File: src/rtl/acc_pc_writeback_pkg.sv
// Shared CPU definitions for the writeback stage and the operand-A select path.
// Holds the destination-select encoding so both consumers use the same values,
// the default datapath width, and the holding-buffer state type.
package acc_pc_writeback_pkg;

  localparam int   WB_WIDTH   = 8;

  // Destination select; also the operand-A select encoding.
  localparam logic WB_SEL_ACC = 1'b0;
  localparam logic WB_SEL_PC  = 1'b1;

  typedef enum logic {
    BUF_EMPTY = 1'b0,
    BUF_FULL  = 1'b1
  } buf_state_e;

endpackage

File: src/rtl/acc_pc_writeback_wb_hold_buf.sv
// One-entry holding buffer for writeback results.
// Ports: clk/rst; wb_valid/wb_ready/wb_sel/wb_data result handshake; hold stall;
//        pending (buffer full); commit_vld/commit_sel/commit_dat write to apply this edge.
// Latency: a result commits on its accept edge when not stalled, else on the first unstalled edge.
// Backpressure: wb_ready drops while the buffer is full, including the edge that drains it.
module wb_hold_buf
  import acc_pc_writeback_pkg::*;
#(
  parameter int WIDTH = WB_WIDTH
) (
  input  logic             clk,
  input  logic             rst,
  input  logic             wb_valid,
  output logic             wb_ready,
  input  logic             wb_sel,
  input  logic [WIDTH-1:0] wb_data,
  input  logic             hold,
  output logic             pending,
  output logic             commit_vld,
  output logic             commit_sel,
  output logic [WIDTH-1:0] commit_dat
);

  buf_state_e       state_q, state_d;
  logic             buf_sel_q, buf_sel_d;
  logic [WIDTH-1:0] buf_dat_q, buf_dat_d;

  always_ff @(posedge clk or posedge rst) begin
    if (rst) begin
      state_q   <= BUF_EMPTY;
      buf_sel_q <= 1'b0;
      buf_dat_q <= '0;
    end else begin
      state_q   <= state_d;
      buf_sel_q <= buf_sel_d;
      buf_dat_q <= buf_dat_d;
    end
  end

  always_comb begin
    state_d    = state_q;
    buf_sel_d  = buf_sel_q;
    buf_dat_d  = buf_dat_q;
    commit_vld = 1'b0;
    commit_sel = wb_sel;
    commit_dat = wb_data;
    case (state_q)
      BUF_EMPTY: begin
        if (wb_valid) begin
          if (hold) begin
            // Stalled: park the result instead of committing it.
            state_d   = BUF_FULL;
            buf_sel_d = wb_sel;
            buf_dat_d = wb_data;
          end else begin
            commit_vld = 1'b1;
          end
        end
      end
      BUF_FULL: begin
        // Drain on the first unstalled edge; no new result is taken on it.
        if (!hold) begin
          commit_vld = 1'b1;
          commit_sel = buf_sel_q;
          commit_dat = buf_dat_q;
          state_d    = BUF_EMPTY;
        end
      end
      default: state_d = BUF_EMPTY;
    endcase
  end

  assign pending  = (state_q == BUF_FULL);
  assign wb_ready = (state_q == BUF_EMPTY);

endmodule

File: src/rtl/acc_pc_writeback.sv
// Writeback stage: owns acc and pc, routes results into them, and increments pc.
// Ports: clk/rst; wb_valid/wb_ready/wb_sel/wb_data result handshake; hold stall;
//        pc_inc increment request; acc/pc/acc_zero/pending registered state.
// Latency: one cycle from commit edge to register output.
// Backpressure: wb_ready = !pending, via the one-entry holding buffer.
module acc_pc_writeback
  import acc_pc_writeback_pkg::*;
#(
  parameter int               WIDTH   = WB_WIDTH,
  parameter logic [WIDTH-1:0] ACC_RST = '0,
  parameter logic [WIDTH-1:0] PC_RST  = '0
) (
  input  logic             clk,
  input  logic             rst,
  input  logic             wb_valid,
  output logic             wb_ready,
  input  logic             wb_sel,
  input  logic [WIDTH-1:0] wb_data,
  input  logic             hold,
  input  logic             pc_inc,
  output logic [WIDTH-1:0] acc,
  output logic [WIDTH-1:0] pc,
  output logic             acc_zero,
  output logic             pending
);

  logic             commit_vld;
  logic             commit_sel;
  logic [WIDTH-1:0] commit_dat;

  logic [WIDTH-1:0] acc_q, acc_d;
  logic [WIDTH-1:0] pc_q, pc_d;
  logic             zero_q, zero_d;

  wb_hold_buf #(.WIDTH(WIDTH)) u_hold_buf (
    .clk        (clk),
    .rst        (rst),
    .wb_valid   (wb_valid),
    .wb_ready   (wb_ready),
    .wb_sel     (wb_sel),
    .wb_data    (wb_data),
    .hold       (hold),
    .pending    (pending),
    .commit_vld (commit_vld),
    .commit_sel (commit_sel),
    .commit_dat (commit_dat)
  );

  always_comb begin
    acc_d  = acc_q;
    pc_d   = pc_q;
    zero_d = zero_q;
    // Increment first so that a pc write on the same edge overrides it.
    if (!hold && pc_inc) begin
      pc_d = pc_q + WIDTH'(1);
    end
    if (commit_vld) begin
      if (commit_sel == WB_SEL_PC) begin
        pc_d = commit_dat;
      end else begin
        acc_d  = commit_dat;
        zero_d = (commit_dat == '0);
      end
    end
  end

  always_ff @(posedge clk or posedge rst) begin
    if (rst) begin
      acc_q  <= ACC_RST;
      pc_q   <= PC_RST;
      zero_q <= (ACC_RST == '0);
    end else begin
      acc_q  <= acc_d;
      pc_q   <= pc_d;
      zero_q <= zero_d;
    end
  end

  assign acc      = acc_q;
  assign pc       = pc_q;
  assign acc_zero = zero_q;

endmodule

File: config.mk
export PLATFORM = sky130hd
export DESIGN_NAME = acc_pc_writeback
export DESIGN_NICKNAME = d
export VERILOG_FILES = /design/src/rtl/acc_pc_writeback_pkg.sv /design/src/rtl/acc_pc_writeback_wb_hold_buf.sv /design/src/rtl/acc_pc_writeback.sv
export SDC_FILE = /design/constraint.sdc
export NUM_CORES = 1
export LEC_CHECK = 0
export BUFFER_PORTS_ARGS = -buffer_cell sky130_fd_sc_hd__buf_2
export CORE_MARGIN = 3
export CORE_UTILIZATION = 50
export CTS_BUF_LIST = sky130_fd_sc_hd__clkbuf_2
export CTS_CLUSTER_SIZE = 20
export DETAILED_ROUTE_END_ITERATION = 6
export GPL_ROUTABILITY_DRIVEN = 0
export HOLD_SLACK_MARGIN = 0.08
export PLACE_DENSITY = 0.81
export SLEW_MARGIN = 25
export SYNTH_ARGS = -nofsm -noshare
export SYNTH_HDL_FRONTEND = slang
export SYNTH_SLANG_ARGS = --single-unit
File: constraint.sdc
create_clock -name clk -period 2.1 [get_ports clk]
set_clock_uncertainty 0.2 [all_clocks]
set_input_delay 0.21 -clock clk [delete_from_list [all_inputs] [get_ports clk]]
set_output_delay 0.21 -clock clk [all_outputs]
set_load 0.1 [all_outputs]
After elaboration in Yosys (flattened, before gate mapping). Index checks and enable logic that the tools add are counted. Widths: inputs -> output; s select.

Flip-flop bits (word level): 27. Input port bits: 14. Word-level logic and storage cells: 27.

Add/sub/neg operators: 1. Multiplexer cells: 13. Bitwise logic cells: 2. Reductions and logical operators: 5.

Operators by type and width (number): $mux 8 (5); $add 8x1->8 const B (1); $logic_not 8->1 (1); $mux 1 (6); $pmux 1 s2 (2); $reduce_and 2->1 (2); $not 1->1 (2); $logic_and 1x1->1 (1); $logic_not 1->1 (1).

Longest topological paths before layout. Gate-level depths: netlist of the first run.

Depth after elaboration: 5. Depth in mapped cells: 6. Depth with buffers taken out: 4.

Cells and area by module. Synthesis of the first run repeated with hierarchy kept, for this count alone.

Cell total of the unflattened synthesis: 110. Area total of the unflattened synthesis: 1358.8 um2.

Modules (own cells, without submodules): acc_pc_writeback (instances 1, cells an instance 74, area each 813.3 um2); wb_hold_buf (instances 1, cells an instance 36, area each 545.5 um2).

Worst setup path after synthesis of the first run. Ideal clock, no wire load.

Path kind: register to register. Start point: register u_hold_buf.state_q (netlist: u_hold_buf.pending). End point: register acc_q[3] (netlist: acc[3]). Data arrival time: 2691 ps. Path slack: -866 ps. Stages on the path, launching flop included: 6. Buffers on the path: 1. Clock period less this slack: 2966 ps. Cells stage by stage: dfrtp_1 -> inv_1 -> o31ai_4 -> buf_8 -> nor2_1 -> a21oi_2.

Word-level cells in the longest chain between the ends: 3. Elaborated cells between the ends (all ways): 6. Those cells by class: mux (3); bitwise (2); reduce/logical (1).

RTL lines: from (decl) (line acc_pc_writeback_wb_hold_buf.sv:24) `buf_state_e state_q, state_d;`; from (signal assigned) (line acc_pc_writeback_wb_hold_buf.sv:34) `state_q <= state_d;`; $not 1->1 (no line); named net wb_ready (line acc_pc_writeback.sv:16) `output logic wb_ready,`; $pmux 1 s2 (line acc_pc_writeback_wb_hold_buf.sv:47) `case (state_q)`; $reduce_and 2->1 (no line); to (signal assigned) (line acc_pc_writeback.sv:69) `acc_q <= ACC_RST;`; to (signal assigned) (line acc_pc_writeback.sv:73) `acc_q <= acc_d;`; to (decl) (line acc_pc_writeback.sv:31) `logic [WIDTH-1:0] acc_q, acc_d;`.

The timed path passes the listed nets, and every way through them passes these cells. A chain may end at the register's enable or synchronous reset.

Final worst setup path of the first run.
Start point: register u_hold_buf.state_q (netlist: u_hold_buf.pending). End point: output port wb_ready.

Word-level cells in the longest chain between the ends: 1.

RTL lines (line): $not 1->1 (no line); to (decl) (acc_pc_writeback.sv:16).

Every way passes these cells.

==> flow_summary.yaml, run 1 <==
grt:
  grtUsageTotal: 0.182
  grt_remaining_overflow: 0
  grt_max_degree: 18
  grt_antenna_before_repair: 0
  grt_pass1_wl_um: 4620
  grt_pass1_vias: 1012
power_and_ir_drop:
  p_leak_nw: 0.759
  clockPowerShare: 0.082
  p_comb_frac: 0.579
  vdd_drop_max_uv: 1420
  powerDensity_nw_per_um2: 1410
  swShare: 0.589
  p_int_mw: 0.984
  seq_power_share: 0.339
  switchingPower_mw: 1.41
clocking:
  cts_resized: 0
  clkTransAtPathRegs_ns: 0.25
  clk_path_buf_depth: 2
  cts-hold-fix-buffers: 12
  clock_sinks: 27
  tritoncts: "done"
  cts_made_buffers: 3
  htree_levels: 1
  root_buffer: "clkbuf_2"
  post_cts_buffers: 0
  worstSkewPairLatency_ns: 0.36
status:
  status: "finished, final reports clean"
run:
  drv_cap: 0
yosys:
  synth_area_per_cell_um2: 12.3
  synth.net_count: 125
  ys.flop_type: "dfrtp_1"
  syn_area_um2: 1350
  ys_seq_area_frac: 0.501
  synth_cell_types: 32
  synthCells: 110
  async_flop_share: 1.00
  ys_ff_latch: 27
  netlist.area_leader.share: 0.481
  synth_top_area_cell: "dfrtp_1"
  yosysWarningCount: 0
  synth_edf_count: 0
  synthTopCellsByArea: "dfrtp_1 48%, mux2i_1 13%, mux2_2 7.5%, xor2_1 2.6%, nor2_1 2.5%"
worst_setup_path:
  startpoint_type: "flip-flop"
  crit_buf_inv: 2
  slowest_delay_ns: 0.58
  path_class: "flip-flop to output pin"
  crit_family: "buffers and inverters"
  arrival_ns: 1.50
  cp.required_ns: 1.69
  crit_path_end_kind: "output pin"
  critical_path.slowest_cell: "dfrtp_4"
  path_cells: "clkinvlp_4 > buf_2"
  crit_path_max_fanout: 6
routing:
  dr.pass1.iters: 4
  avgViaCountPerCell: 5.42
  drtIter0Drc: 49
  drtAntennaViolNets: 0
  wl_per_cell_um: 15.0
  drc_errors: 0
  wirelength_um: 2810
  vias: 1014
sta:
  fin_hold_ws_ns: 0.132
  min_period_over_period: 0.911
  finalSetupViolCount: 0
  min_period_ns: 1.91
  finalMaxSlewViolations: 0
  worst_pin_slew_ns: 0.775
  maxSlewHeadroom: 0.483
  setup_ws_ns: 0.186
  max_freq_mhz: 522
  hold_viol_final: 0
  rsz0062_at_grt: "false"
final_layout:
  nFillCells: 209
  final_cell_mix: "32 x buf_2, 25 x dfrtp_1, 17 x mux2i_1"
  nets: 173
  final_common_cell: "buf_2"
  syn_to_final_growth_pct: 25.6
  antenna_cells: 0
  drive_gt1_frac: 0.389
floorplanning:
  die_y_um: 58.0
  initial_core_util: 0.536
  dieWidth_um: 58.0
  std_cell_rows: 18
  dieArea_um2: 3360
  coreArea_um2: 2520
  ioPinCount: 33
place:
  pre_cts_ws_ns: 0.273
  io_buffer_count: 32
  dp_hpwl_um: 2090
min_path:
  hold_class: "input port to flip-flop"
## registers in the layout, indices dropped and copies added (netlist names)
signal and cells:
pc 8, u_hold_buf.buf_sel_q 1, u_hold_buf.pending 1, acc 8, acc_zero 1, u_hold_buf.buf_dat_q 8
## final cells by class
| cell class | instances | area, um2 | area share |
|---|---|---|---|
| multi-input combinational | 78 | 651 | 0.383 |
| tap | 30 | 37.5 | 0.0221 |
| sequential | 27 | 681 | 0.401 |
| clock buffer | 3 | 15.0 | 0.00884 |
| clock inverter | 1 | 7.51 | 0.00442 |
| inverter | 2 | 11.3 | 0.00663 |
| timing repair buffer | 46 | 295 | 0.174 |
## synthesized netlist by cell type, types with 2 or more instances
library cell and instances:
a21oi_1 6, xor2_1 4, nor3_1 2, nand3_1 2
o21a_1 2, inv_1 2, dfrtp_1 26, nand2_1 4
nor2_1 9, xnor2_1 3, nand4_1 3, a21oi_2 3
mux2i_1 17, mux2_2 9
## worst min-delay path: cells and delay by family
kind                   cells  cell delay [ns]
muxes                      1             0.13
buffers and inverters      1             0.23
AOI/OAI and AO/OA          1             0.12
## final timing paths
kind	endpoint	start	slack, ns	depth (start not counted)
min	pc[3]$_DFF_PP0_	hold	0.13	3
max in group asynchronous	u_hold_buf.buf_dat_q[1]$_DFFE_PP0P_	rst	1.01	4
max	wb_ready	u_hold_buf.pending$_DFF_PP0_	0.19	2
min reg2reg	acc_zero$_DFFE_PP1P_	acc_zero$_DFFE_PP1P_	0.32	2
min in group asynchronous	acc[2]$_DFFE_PP0P_	rst	0.18	3
max reg2reg	acc_zero$_DFFE_PP1P_	u_hold_buf.pending$_DFF_PP0_	0.24	4
## routing by layer
| layer | vias up | global-route usage | part of all wire |
|---|---|---|---|
| met5 | - | 0 | 0 |
| met4 | 0 | 0.0728 | 0.010 |
| met3 | 4 | 0.0267 | 0.041 |
| met2 | 23 | 0.321 | 0.52 |
| met1 | 504 | 0.222 | 0.43 |
| li1 | 483 | - | - |
## kinds of logic (layout without fill, tap and decap cells)
group | after synthesis | count (layout) | synth area share
mux | 26 | 26 | 0.201
xor+xnor | 7 | 7 | 0.0454
flops | 27 | 27 | 0.501
simple gates | 30 | 30 | 0.131
fa+ha+maj | 1 | 1 | 0.00926
buf+inv | 5 | 52 | 0.0306
compound gates | 14 | 14 | 0.0815
## metrics by stage
step / TNS (ns) / util / power (mW) / area (um2) / instances
after floorplan: -3.30 / - / 1.96 / 1380 / 110
after global placement: 0 / 0.617 / 2.17 / 1560 / 171
after detailed placement: 0 / 0.617 / 2.20 / 1560 / 171
after CTS: 0 / 0.673 / 2.41 / 1700 / 187
after global routing: 0 / 0.673 / 2.51 / 1700 / 187
final: 0 / 0.673 / 2.40 / 1700 / 187
## power groups by stage
stage	combinational, mW	sequential (mW)	clock (mW)
2_1_floorplan	0.291	1.67	0
3_3_place_gp	1.35	0.812	0
3_5_place_dp	1.37	0.825	0
4_1_cts	1.39	0.814	0.207
5_1_grt	1.44	0.839	0.232
6_report	1.39	0.813	0.197
(Power assumes the default switching activity.)
==> run 2: changes to the inputs <==
--- a/config.mk
+++ b/config.mk
@@ -7,13 +7,13 @@
 export LEC_CHECK = 0
 export BUFFER_PORTS_ARGS = -buffer_cell sky130_fd_sc_hd__buf_2
 export CORE_MARGIN = 3
-export CORE_UTILIZATION = 50
+export CORE_UTILIZATION = 49
 export CTS_BUF_LIST = sky130_fd_sc_hd__clkbuf_2
 export CTS_CLUSTER_SIZE = 20
 export DETAILED_ROUTE_END_ITERATION = 6
 export GPL_ROUTABILITY_DRIVEN = 0
 export HOLD_SLACK_MARGIN = 0.08
-export PLACE_DENSITY = 0.81
+export PLACE_DENSITY = 0.83
 export SLEW_MARGIN = 25
 export SYNTH_ARGS = -nofsm -noshare
 export SYNTH_HDL_FRONTEND = slang
==> constraint.sdc (replaced) <==
create_clock -name clk -period 1.72 [get_ports clk]
set_clock_uncertainty 0.2 [all_clocks]
set_input_delay 0.172 -clock clk [delete_from_list [all_inputs] [get_ports clk]]
set_output_delay 0.172 -clock clk [all_outputs]
set_load 0.1 [all_outputs]
==> flow_summary.yaml, run 2 (synthesized netlist as in run 1, its figures left out) <==
min_path:
  min_from: "wb_sel"
  holdPathEnd: "pc[2]$_DFF_PP0_"
  hold_class: "input port to flip-flop"
  hold_depth: 5
clocking:
  clkTransAtPathRegs_ns: 0.25
  clock_sinks: 27
  tritoncts: "done"
  clk_path_buf_depth: 2
  root_buffer: "clkbuf_2"
  worstSkewPairLatency_ns: 0.36
  cts_made_buffers: 3
  htree_levels: 1
worst_setup_path:
  startpoint_type: "flip-flop"
  regToRegEndpoint: "acc_zero$_DFFE_PP1P_"
  reg2regPathDepth: 5
  rrSetupSlack_ns: -0.1
  arrival_ns: 1.93
  slowest_delay_ns: 0.54
  crit_path_end_kind: "flip-flop"
  critical_path.slowest_cell: "dfrtp_4"
  cp.required_ns: 1.83
  path_cells: "or4b_4 > o31ai_4 > buf_6 > nand2_4 > o31ai_4"
  path_class: "flip-flop to flip-flop"
  r2r-start: "u_hold_buf.pending$_DFF_PP0_"
  crit_path_max_fanout: 7
  path_common_cell: "o31ai_4"
sta:
  maxSlewHeadroom: 0.666
  worst_pin_slew_ns: 0.504
  hold_viol_final: 0
  finalSetupViolCount: 13
  max_freq_mhz: 550
  rsz0062_at_grt: "true"
  min_period_ns: 1.82
  fin_hold_ws_ns: 0.115
  finalSetupTns_ns: -0.588
  setup_ws_ns: -0.0972
  finalMaxSlewViolations: 0
  min_period_over_period: 1.06
power_and_ir_drop:
  switchingPower_mw: 1.80
  powerDensity_nw_per_um2: 1560
  power_mw: 3.11
  p_leak_nw: 0.867
  swShare: 0.578
  clockPowerShare: 0.080
  vdd_drop_max_uv: 1740
  p_comb_frac: 0.595
  seq_power_share: 0.326
  p_int_mw: 1.31
floorplanning:
  std_cell_rows: 18
  die_y_um: 58.5
  dieArea_um2: 3420
  ioPinCount: 33
  coreArea_um2: 2540
  initial_core_util: 0.531
  dieWidth_um: 58.5
run:
  drv_cap: 0
routing:
  drt-met1-wl_um: 1470
  dr.pass1.iters: 4
  wirelength_um: 3490
  route.met2.wl_um: 1810
  drc_errors: 0
  top_layer: "met4"
  drtAntennaViolNets: 0
  wl_per_cell_um: 17.2
  avgViaCountPerCell: 5.53
  met3_length_um: 155
  drtIter0Drc: 40
  vias: 1122
final_layout:
  nFillCells: 167
  nets: 189
  final_common_cell: "buf_2"
  final_cell_mix: "27 x buf_2, 25 x dfrtp_1, 12 x mux2i_1, 12 x dlygate4sd3_1, 10 x buf_6"
  syn_to_final_growth_pct: 47.7
  antenna_cells: 0
  drive_gt1_frac: 0.509
grt:
  grtUsageTotal: 0.217
  grt_max_degree: 28
  grt_pass1_wl_um: 5550
  grt_remaining_overflow: 0
  grt_antenna_before_repair: 0
  grt_pass1_vias: 1169
place:
  io_buffer_count: 32
  dp_hpwl_um: 2190
status:
  violations: "setup timing"
  status: "complete, but fails checks"
==> run 2: area by class of cell <==
type,count,area (um2),share of cell area
multi-input cells,78,731,0.366
well taps,30,37.5,0.0188
flip-flops and latches,27,681,0.341
clock buffers,4,20.0,0.0100
inverters,2,11.3,0.00564
repair buffers,62,515,0.258
==> run 2: through the flow <==
| stage | utilization | worst slack (ns) | instances | instance area (um2) |
|---|---|---|---|---|
| after global placement | 0.642 | -0.0474 | 176 | 1630 |
| after floorplan | - | -0.638 | 110 | 1380 |
| after detailed placement | 0.642 | -0.0940 | 176 | 1630 |
| after CTS | 0.756 | -0.0714 | 201 | 1920 |
| final | 0.784 | -0.0972 | 203 | 2000 |
| after global routing | 0.784 | -0.137 | 203 | 2000 |
==> run 2: power groups by stage <==
stage	Combinational, mW	Clock, mW	Sequential [mW]
4_1_cts	1.80	0.253	0.997
2_1_floorplan	0.356	0	2.04
3_5_place_dp	1.70	0	1.01
5_1_grt	1.92	0.275	1.05
6_report	1.85	0.249	1.01
3_3_place_gp	1.68	0	0.988
==> run 2: how the worst max path moves through the flow <==
stage	startpoint	to	cells after the start
2_1_floorplan	u_hold_buf.pending$_DFF_PP0_	acc[3]$_DFFE_PP0P_	5
5_1_grt	u_hold_buf.pending$_DFF_PP0_	acc[2]$_DFFE_PP0P_	5
6_report	u_hold_buf.pending$_DFF_PP0_	acc_zero$_DFFE_PP1P_	5
3_3_place_gp	u_hold_buf.pending$_DFF_PP0_	acc_zero$_DFFE_PP1P_	4
4_1_cts	u_hold_buf.pending$_DFF_PP0_	acc_zero$_DFFE_PP1P_	5
3_5_place_dp	u_hold_buf.pending$_DFF_PP0_	acc_zero$_DFFE_PP1P_	4
==> run 2: critical path, delay by kind of cell, from the launching register on <==
family                 cells  cell delay (ns)
DFF                        1             0.54
and+or+nand+nor            2             0.57
buffers and inverters      1             0.19
AOI/OAI and AO/OA          2             0.26
==> run 2: timing repair <==
action	4_1_cts	5_1_grt
endpoints found under the hold margin	53	1
pin swaps	2	0
cloned	0	0
gates resized for setup	20	12
setup endpoints to repair	10	29
hold buffers	10	2
buffers inserted	11	0
==> run 2: layer usage <==
layer,track usage,up-vias
li1,-,522
met1,0.288,556
met2,0.360,36
met3,0.0285,8
met4,0.0795,0
met5,0,-
